$ cat config.mk
export PLATFORM = sky130hd
export DESIGN_NAME = cdec8_seq
export DESIGN_NICKNAME = d
export VERILOG_FILES = /design/src/rtl/cdec8_seq.sv
export SDC_FILE = /design/constraint.sdc
export NUM_CORES = 1
export LEC_CHECK = 0
export CAP_MARGIN = 20
export CORE_MARGIN = 5
export CORE_UTILIZATION = 25
export CTS_CLUSTER_DIAMETER = 30
export CTS_CLUSTER_SIZE = 10
export DETAILED_ROUTE_END_ITERATION = 12
export GPL_TIMING_DRIVEN = 0
export PLACE_DENSITY = 0.53
export SLEW_MARGIN = 20
export SYNTH_ARGS = -nofsm -noshare
export SYNTH_HDL_FRONTEND = slang
export SYNTH_SLANG_ARGS = --single-unit
$ cat constraint.sdc
create_clock -name clock -period 5 [get_ports clock]
set_input_delay 1 -clock clock [delete_from_list [all_inputs] [get_ports clock]]
set_output_delay 1 -clock clock [all_outputs]
set_load 0.02 [all_outputs]
$ cat src/rtl/cdec8_seq.sv
`timescale 1ns/1ps
// cdec8_seq: control sequencer for the CDEC8 8-bit datapath.
// Fetches an instruction, fetches an operand byte when the opcode needs one,
// then runs up to three execute cycles. The ctrl word is decoded from the state
// register, the F0 run/step gate and, for JZ, the Z flag.
module cdec8_seq #(
  parameter logic [4:0] ALU_PASS = 5'h00,
  parameter logic [4:0] ALU_INC  = 5'h01,
  parameter logic [4:0] ALU_ADD  = 5'h02
) (
  input  logic        clock,
  input  logic        reset_N,
  input  logic [7:0]  I,
  input  logic [2:0]  SZCy,
  input  logic        run,
  input  logic        step,
  output logic [16:0] ctrl,
  output logic [7:0]  state,
  output logic        halted,
  output logic        illegal
);

  typedef enum logic [7:0] {
    StF0   = 8'h00,
    StF1   = 8'h01,
    StF2   = 8'h02,
    StF3   = 8'h03,
    StDec  = 8'h04,
    StO0   = 8'h10,
    StO1   = 8'h11,
    StO2   = 8'h12,
    StE0   = 8'h20,
    StE1   = 8'h21,
    StE2   = 8'h22,
    StHalt = 8'hFF
  } state_e;

  // X-bus sources and destinations
  localparam logic [3:0] SrcPc   = 4'h0;
  localparam logic [3:0] SrcA    = 4'h1;
  localparam logic [3:0] SrcB    = 4'h2;
  localparam logic [3:0] SrcR    = 4'h4;
  localparam logic [3:0] SrcRdr  = 4'h5;
  localparam logic [3:0] SrcNone = 4'hF;
  localparam logic [3:0] DstPc   = 4'h0;
  localparam logic [3:0] DstA    = 4'h1;
  localparam logic [3:0] DstB    = 4'h2;
  localparam logic [3:0] DstMar  = 4'h4;
  localparam logic [3:0] DstWdr  = 4'h5;
  localparam logic [3:0] DstT    = 4'h6;
  localparam logic [3:0] DstI    = 4'h7;
  localparam logic [3:0] DstNone = 4'hF;

  localparam logic [1:0] MemIdle  = 2'b00;
  localparam logic [1:0] MemWrite = 2'b01;
  localparam logic [1:0] MemRead  = 2'b10;

  localparam logic [3:0] OpLdi = 4'h1;
  localparam logic [3:0] OpLd  = 4'h2;
  localparam logic [3:0] OpSt  = 4'h3;
  localparam logic [3:0] OpAdd = 4'h4;
  localparam logic [3:0] OpJmp = 4'h5;
  localparam logic [3:0] OpJz  = 4'h6;
  localparam logic [3:0] OpMov = 4'h7;
  localparam logic [3:0] OpHlt = 4'hF;

  localparam logic [16:0] IdleWord = {MemIdle, 1'b0, 1'b0, DstNone, ALU_PASS, SrcNone};

  function automatic logic [16:0] word(input logic [1:0] mmrw, input logic fwr, input logic rwr,
                                       input logic [3:0] xdst, input logic [4:0] aluop,
                                       input logic [3:0] xsrc);
    return {mmrw, fwr, rwr, xdst, aluop, xsrc};
  endfunction

  state_e      state_q, state_d;
  logic [16:0] ctrl_dec;
  logic [3:0]  op;
  logic        op_legal;
  logic        go;
  logic        unused_bits;

  assign op          = I[7:4];
  assign op_legal    = (op <= OpMov) || (op == OpHlt);
  assign go          = run | step;
  // Low opcode nibble and S/Cy flags play no part in sequencing.
  assign unused_bits = ^{I[3:0], SZCy[2], SZCy[0]};

  // Next-state selection: fixed fetch/operand chains, opcode dispatch in DEC.
  always_comb begin
    state_d = state_q;
    case (state_q)
      StF0:  if (go) state_d = StF1;
      StF1:  state_d = StF2;
      StF2:  state_d = StF3;
      StF3:  state_d = StDec;
      StDec: begin
        case (op)
          OpAdd, OpMov:                   state_d = StE0;
          OpLdi, OpLd, OpSt, OpJmp, OpJz: state_d = StO0;
          OpHlt:                          state_d = StHalt;
          default:                        state_d = StF0;  // NOP and undefined opcodes
        endcase
      end
      StO0:   state_d = StO1;
      StO1:   state_d = StO2;
      StO2:   state_d = StE0;
      StE0:   state_d = (op == OpLd || op == OpSt || op == OpAdd) ? StE1 : StF0;
      StE1:   state_d = StE2;
      StE2:   state_d = StF0;
      StHalt: state_d = StHalt;
      default: state_d = StF0;
    endcase
  end

  // Control word decode from the current state (and opcode in execute states).
  always_comb begin
    ctrl_dec = IdleWord;
    case (state_q)
      StF0:       if (go) ctrl_dec = word(MemIdle, 1'b0, 1'b0, DstMar, ALU_PASS, SrcPc);
      StO0:       ctrl_dec = word(MemIdle, 1'b0, 1'b0, DstMar, ALU_PASS, SrcPc);
      StF1, StO1: ctrl_dec = word(MemRead, 1'b0, 1'b1, DstNone, ALU_INC, SrcPc);
      StF2, StO2: ctrl_dec = word(MemIdle, 1'b0, 1'b0, DstPc, ALU_PASS, SrcR);
      StF3:       ctrl_dec = word(MemIdle, 1'b0, 1'b0, DstI, ALU_PASS, SrcRdr);
      StE0: begin
        case (op)
          OpLdi:      ctrl_dec = word(MemIdle, 1'b0, 1'b0, DstA, ALU_PASS, SrcRdr);
          OpLd, OpSt: ctrl_dec = word(MemIdle, 1'b0, 1'b0, DstMar, ALU_PASS, SrcRdr);
          OpAdd:      ctrl_dec = word(MemIdle, 1'b0, 1'b0, DstT, ALU_PASS, SrcB);
          OpMov:      ctrl_dec = word(MemIdle, 1'b0, 1'b0, DstB, ALU_PASS, SrcA);
          OpJmp:      ctrl_dec = word(MemIdle, 1'b0, 1'b0, DstPc, ALU_PASS, SrcRdr);
          OpJz: if (SZCy[1]) ctrl_dec = word(MemIdle, 1'b0, 1'b0, DstPc, ALU_PASS, SrcRdr);
          default:    ctrl_dec = IdleWord;
        endcase
      end
      StE1: begin
        case (op)
          OpLd:    ctrl_dec = word(MemRead, 1'b0, 1'b0, DstNone, ALU_PASS, SrcNone);
          OpSt:    ctrl_dec = word(MemIdle, 1'b0, 1'b0, DstWdr, ALU_PASS, SrcA);
          OpAdd:   ctrl_dec = word(MemIdle, 1'b1, 1'b1, DstNone, ALU_ADD, SrcA);
          default: ctrl_dec = IdleWord;
        endcase
      end
      StE2: begin
        case (op)
          OpLd:    ctrl_dec = word(MemIdle, 1'b0, 1'b0, DstA, ALU_PASS, SrcRdr);
          OpSt:    ctrl_dec = word(MemWrite, 1'b0, 1'b0, DstNone, ALU_PASS, SrcNone);
          OpAdd:   ctrl_dec = word(MemIdle, 1'b0, 1'b0, DstA, ALU_PASS, SrcR);
          default: ctrl_dec = IdleWord;
        endcase
      end
      default: ctrl_dec = IdleWord;
    endcase
  end

  // Reset forces IDLE at once, even while run is high in F0.
  assign ctrl    = reset_N ? ctrl_dec : IdleWord;
  assign state   = state_q;
  assign halted  = (state_q == StHalt);
  assign illegal = (state_q == StDec) && !op_legal;

  // State register.
  always_ff @(posedge clock or negedge reset_N) begin
    if (!reset_N) begin
      state_q <= StF0;
    end else begin
      state_q <= state_d;
    end
  end

endmodule

## Yosys cells after proc, flatten, opt, wreduce, memory -nomap -nowiden

Memories as Yosys holds them, arrays and structs flattened.
Cells that the tools add are included.

- Bitwise gates (word level): 1
- Eq/ne operators: 20
- Muxes and demuxes: 10
- Order comparisons: 1
- Reduce and logical (&&, ||, !) cells: 9

Operator list:

| kind | count |
|---|---|
| $pmux 17 s8 | 1 |
| $pmux 8 s11 | 1 |
| $pmux 13 s6 | 1 |
| $pmux 17 s3 | 1 |
| $pmux 16 s3 | 1 |
| $mux 13 | 2 |
| $eq 8x5->1 const B | 3 |
| $eq 8x6->1 const B | 3 |
| $mux 17 | 1 |
| $eq 4x3->1 const B | 4 |
| $eq 8x2->1 const B | 2 |
| $eq 4x2->1 const B | 2 |
| $eq 8x1->1 const B | 1 |
| $eq 8x3->1 const B | 1 |
| $eq 8x8->1 const B | 1 |
| $logic_not 8->1 | 1 |
| $mux 8 | 1 |
| $mux 6 | 1 |
| $reduce_or 2->1 | 3 |
| $eq 4x1->1 const B | 1 |
| $eq 4x4->1 const B | 1 |
| $le 4x3->1 const B | 1 |
| $logic_or 1x1->1 | 3 |
| $ne 2x2->1 const B | 1 |
| 3 further kinds | 3 |

- Register bits after elaboration: 8
- Output and inout port bits: 27
- Input port bits: 15
- Memories kept: 1
- Memory bits (read-only): 128

Memories:

| name | depth | width | read ports | clocked after Yosys merged registers in | wr ports | line | text |
|---|---|---|---|---|---|---|---|
| (name not given) | 16 | 8 | 1 | 0 | 0 | 97 | `case (op)` |

## Longest topological paths before layout

- Depth after elaboration: 5
- Gate-level depth with buffers: 7
- Mapped depth without buffers: 6

## Worst setup path before layout

OpenSTA, ideal clock, no wires.

- Kind: input to output
- From: input I[4]
- To: output ctrl[10]
- Required time: 4.000 ns
- Arrival time: 2.218 ns
- Slack: 1.782 ns
- Cell stages on the path: 7
- Buffers on the path: 1
- Cells stage by stage: inv_1 ha_1 buf_4 or3b_1 a21o_1 o22ai_2 nand4_1

- Cells in the longest elaborated chain, start to end: 5
- Elaborated cells on any way between the ends: 13
- Those cells by class: eq/ne: 7; mux: 5; reduce/logical: 1

Ends and longest elaborated chain:

| element | line | text |
|---|---|---|
| from (decl) | 13 | `input logic [7:0] I,` |
| $eq 4x2->1 | 125, 136, 144 |  |
| $reduce_or 2->1 | 125 | `case (op)` |
| $pmux 13 s6 | 125 |  |
| $pmux 17 s8 (*) | 118 | `case (state_q)` |
| $mux 17 (*) | 156 | `assign ctrl = reset_N ? ctrl_dec : IdleWord;` |
| to (decl) | 17 | `output logic [16:0] ctrl,` |

Every way passes the cells marked *; elsewhere a longest branch is shown, timed or not.

## Worst setup path after layout

- From: input I[4]
- To: output ctrl[1]

Same word-level chain as after synthesis.

==> summary.md <==
| Metric | Value |
|---|---|
| Run status | `completed` |
| Dominant synthesized flop cell | `dfrtp_1` |
| Max Clock Skew | `0.00409 ns` |
| Layout cells sized above 1 | `0.195` |
| Hold Path Origin | `state[5]$_DFFE_PN0N_` |
| CP peak stage delay | `0.54 ns` |
| Clock transition at path regs | `0.04 ns` |
| Period utilization | `0.878` |
| Final hold vios | `0` |
| CP bufs+invs | `4` |
| Global Route Usage Sum | `0.122` |
| Synth async-reset ratio | `1.00` |
| Skew-Pair Late Insertion Delay | `0.22 ns` |
| Number of cells on the critical path | `9` |
| Core Region | `3940 um^2` |
| Layout net count | `190` |
| Combinational group share of total power | `0.746` |
| Tmin final | `4.39 ns` |
| FF-to-FF End | `state[0]$_DFFE_PN0N_` |
| Synth Instances | `132` |
| Synth-to-Final Area Change | `43.2%` |
| Type of origin of the critical path | `input port` |
| Area leader, netlist | `dfrtp_1` |
| Chip width | `73.2 um` |
| Critical path launch point | `I[4]` |
| Starting Density | `0.254` |
| Critical path capture point type | `primary output` |
| Non-filler cells, final | `219` |
| Seq pwr share | `0.136` |
| Flip-flop count of the largest register after layout | `6` |
| First drt pass iteration count | `4` |
| R2r startpoint | `state[1]$_DFFE_PN0N_` |
| CP Cell Sequence | `clkdlybuf4s50_1 -> inv_1 -> ha_1 -> buf_4 -> nor4b_1 -> nor4b_1 -> nor4_1 -> nand3_1 -> clkdlybuf4s50_1` |
| Routed via count | `1147` |
| Hold Path Class | `reg2reg` |
| Gpl congestion | `0.883` |
| Final WS setup | `0.610 ns` |
| Peak supply drop | `0.000133 V` |
| DP Cell Count | `216` |
| Total CTS buffers | `3` |
| N_diodes | `0` |
| Synth cell types | `47` |
| RSZ-0062 raised after global routing | `false` |
| Post-CTS Resized | `0` |
| Main area contributors after synthesis | `dfrtp_1, buf_4, ha_1` |
| Cell Area, Synth | `1000 um^2` |
| Crit Path Max Fanout | `8` |
| Reg2Reg Depth | `5` |
| Post-synth top cells | `nand2_1, buf_4, nand3_1` |
| Iter 0 DRT Violations | `107` |
| Synthesized area per cell | `7.57 um^2` |
| Final wirelength | `3160 um` |
| Die Y | `73.2 um` |
| Sum Neg Setup Slack | `0 ns` |
| CTS tree | `done` |
| Post-Place Setup Slack | `0.611 ns` |
| Remaining Overflow, GRT | `0` |
| CTS Root Buffer Type | `clkbuf_8` |
| Clock power share | `0.118` |
| HPWL after DPL | `2490 um` |
| Setup CP Type | `in2out` |
| H-tree Lvls | `1` |
| Req. time, crit path | `4.00 ns` |
| Post-synth EDFFs | `0` |
| Final setup violation count | `0` |
| LEAKAGE | `0.594 nW` |
| ANT nets after route | `0` |
| Die ar. | `5360 um^2` |
| Ys Warns | `0` |
| # port buffers | `32` |
| Tot Pwr | `608 uW` |
| Max-cap violations | `0` |
| Initial antenna violation count | `0` |
| First-pass GRT wire length | `5260 um` |
| Wire per inst | `14.4 um` |
| Pwr/cell area | `425 nW/um^2` |
| Switching share of power | `0.483` |
| # DRC | `0` |
| Top Family by Delay on Critical Path | `buffers and inverters` |
| # hold bufs at CTS | `0` |
| Internal power | `314 uW` |
| Yosys top cell area share | `0.150` |
| Slowest-stage cell, CP | `clkdlybuf4s50_1` |
| Setup crit end | `ctrl[1]` |
| Top-count cell post-synth | `nand2_1` |
| Sequential fraction of the synthesis area | `0.150` |
| Yosys reg bits | `6` |
| Worst Path Arrival | `3.39 ns` |
| Clock tree buffer depth | `2` |
| Clk sinks | `6` |
| Slew Viols, Final | `0` |
| P_sw | `294 uW` |
| Fmax | `228 MHz` |
| Vias/cell | `5.24` |
| R2R Setup Slk | `3.46 ns` |
| Row count | `23` |
| Boundary Pins | `42` |
| Post-CTS setup buffer count | `0` |
| Vias in the first global route | `1135` |
| Largest net degree at the start of global routing | `11` |
==> cells in the final DEF, fill, tap and decap left out, types with 2 or more instances in the layout <==
master	synthesis	final
a21oi_1	5	5
and3_1	3	3
buf_4	11	11
nor3_1	6	6
buf_2	3	3
nand4_1	5	5
nand2_1	12	12
inv_1	6	6
nand3_1	9	9
dfrtp_1	6	6
nor4b_1	3	3
ha_1	4	4
o211ai_1	3	3
nor2_1	8	8
nand2_2	2	2
clkdlybuf4s50_1	0	32
a31oi_1	2	2
clkbuf_8	0	3
nor4_1	2	2
nor2b_1	3	3
o21ai_0	7	7
nor2_4	3	3
nand3b_1	2	2
conb_1	1	3
a21o_1	2	2
==> cells by family (layout without fill, tap and decap cells) <==
kind of cell               count (synthesis)  count (layout)  synth area share
adders and majority gates                  4               4            0.0501
AOI/OAI and AO/OA                         29              29             0.217
buffers and inverters                     20              55             0.120
and+or+nand+nor                           71              71             0.449
DFF                                        6               6             0.150
other                                      1               3           0.00375
muxes                                      1               1            0.0100
==> power groups by stage <==
stage	clock network [mW]	registers, mW	logic (mW)
floorplan	0	0.0973	0.268
detailed placement	0	0.0825	0.452
global route	0.0785	0.0842	0.488
finish	0.0720	0.0824	0.453
global placement	0	0.0812	0.450
CTS	0.0743	0.0822	0.453
==> metal layers <==
layer	vias up	GRT usage	share of wire
met5	-	0	0
met4	0	0.0369	0.0047
met3	2	0.0152	0.060
met2	42	0.211	0.51
met1	549	0.156	0.43
li1	554	-	-
==> area by class of cell <==
class                   instances  area [um^2]
flip-flops and latches          6          150
inverters                       6         22.5
plain buffers                  14         97.6
well taps                      50         62.6
repair buffers                 32          320
multi-input cells             108          737
fillers                       417         2510
clock buffers                   3         41.3
==> how the worst min path moves through the flow <==
stage,to,slack (ns),depth (start not counted)
floorplan,state[0]$_DFFE_PN0N_,0.70,0
global placement,state[2]$_DFFE_PN0N_,0.75,4
detailed placement,state[2]$_DFFE_PN0N_,0.75,4
CTS,state[2]$_DFFE_PN0N_,0.75,4
global route,state[4]$_DFFE_PN0N_,0.82,3
finish,state[2]$_DFFE_PN0N_,0.75,4
==> worst register-to-register path, cell delays in order (launching register included) <==
cell	delay [ns]
dfrtp_1	0.37
buf_2	0.18
inv_1	0.18
and4_4	0.28
a41oi_2	0.21
a211oi_2	0.23
==> metrics by stage <==
step / utilization / cell area [um^2] / hold slack (ns)
final: 0.363 / 1430 / 0.754
after detailed placement: 0.353 / 1390 / 0.745
after CTS: 0.363 / 1430 / 0.753
after global routing: 0.363 / 1430 / 0.822
after floorplan: - / 1010 / 0.704
after global placement: 0.353 / 1390 / 0.752
Power figures use the tool's default switching activity.
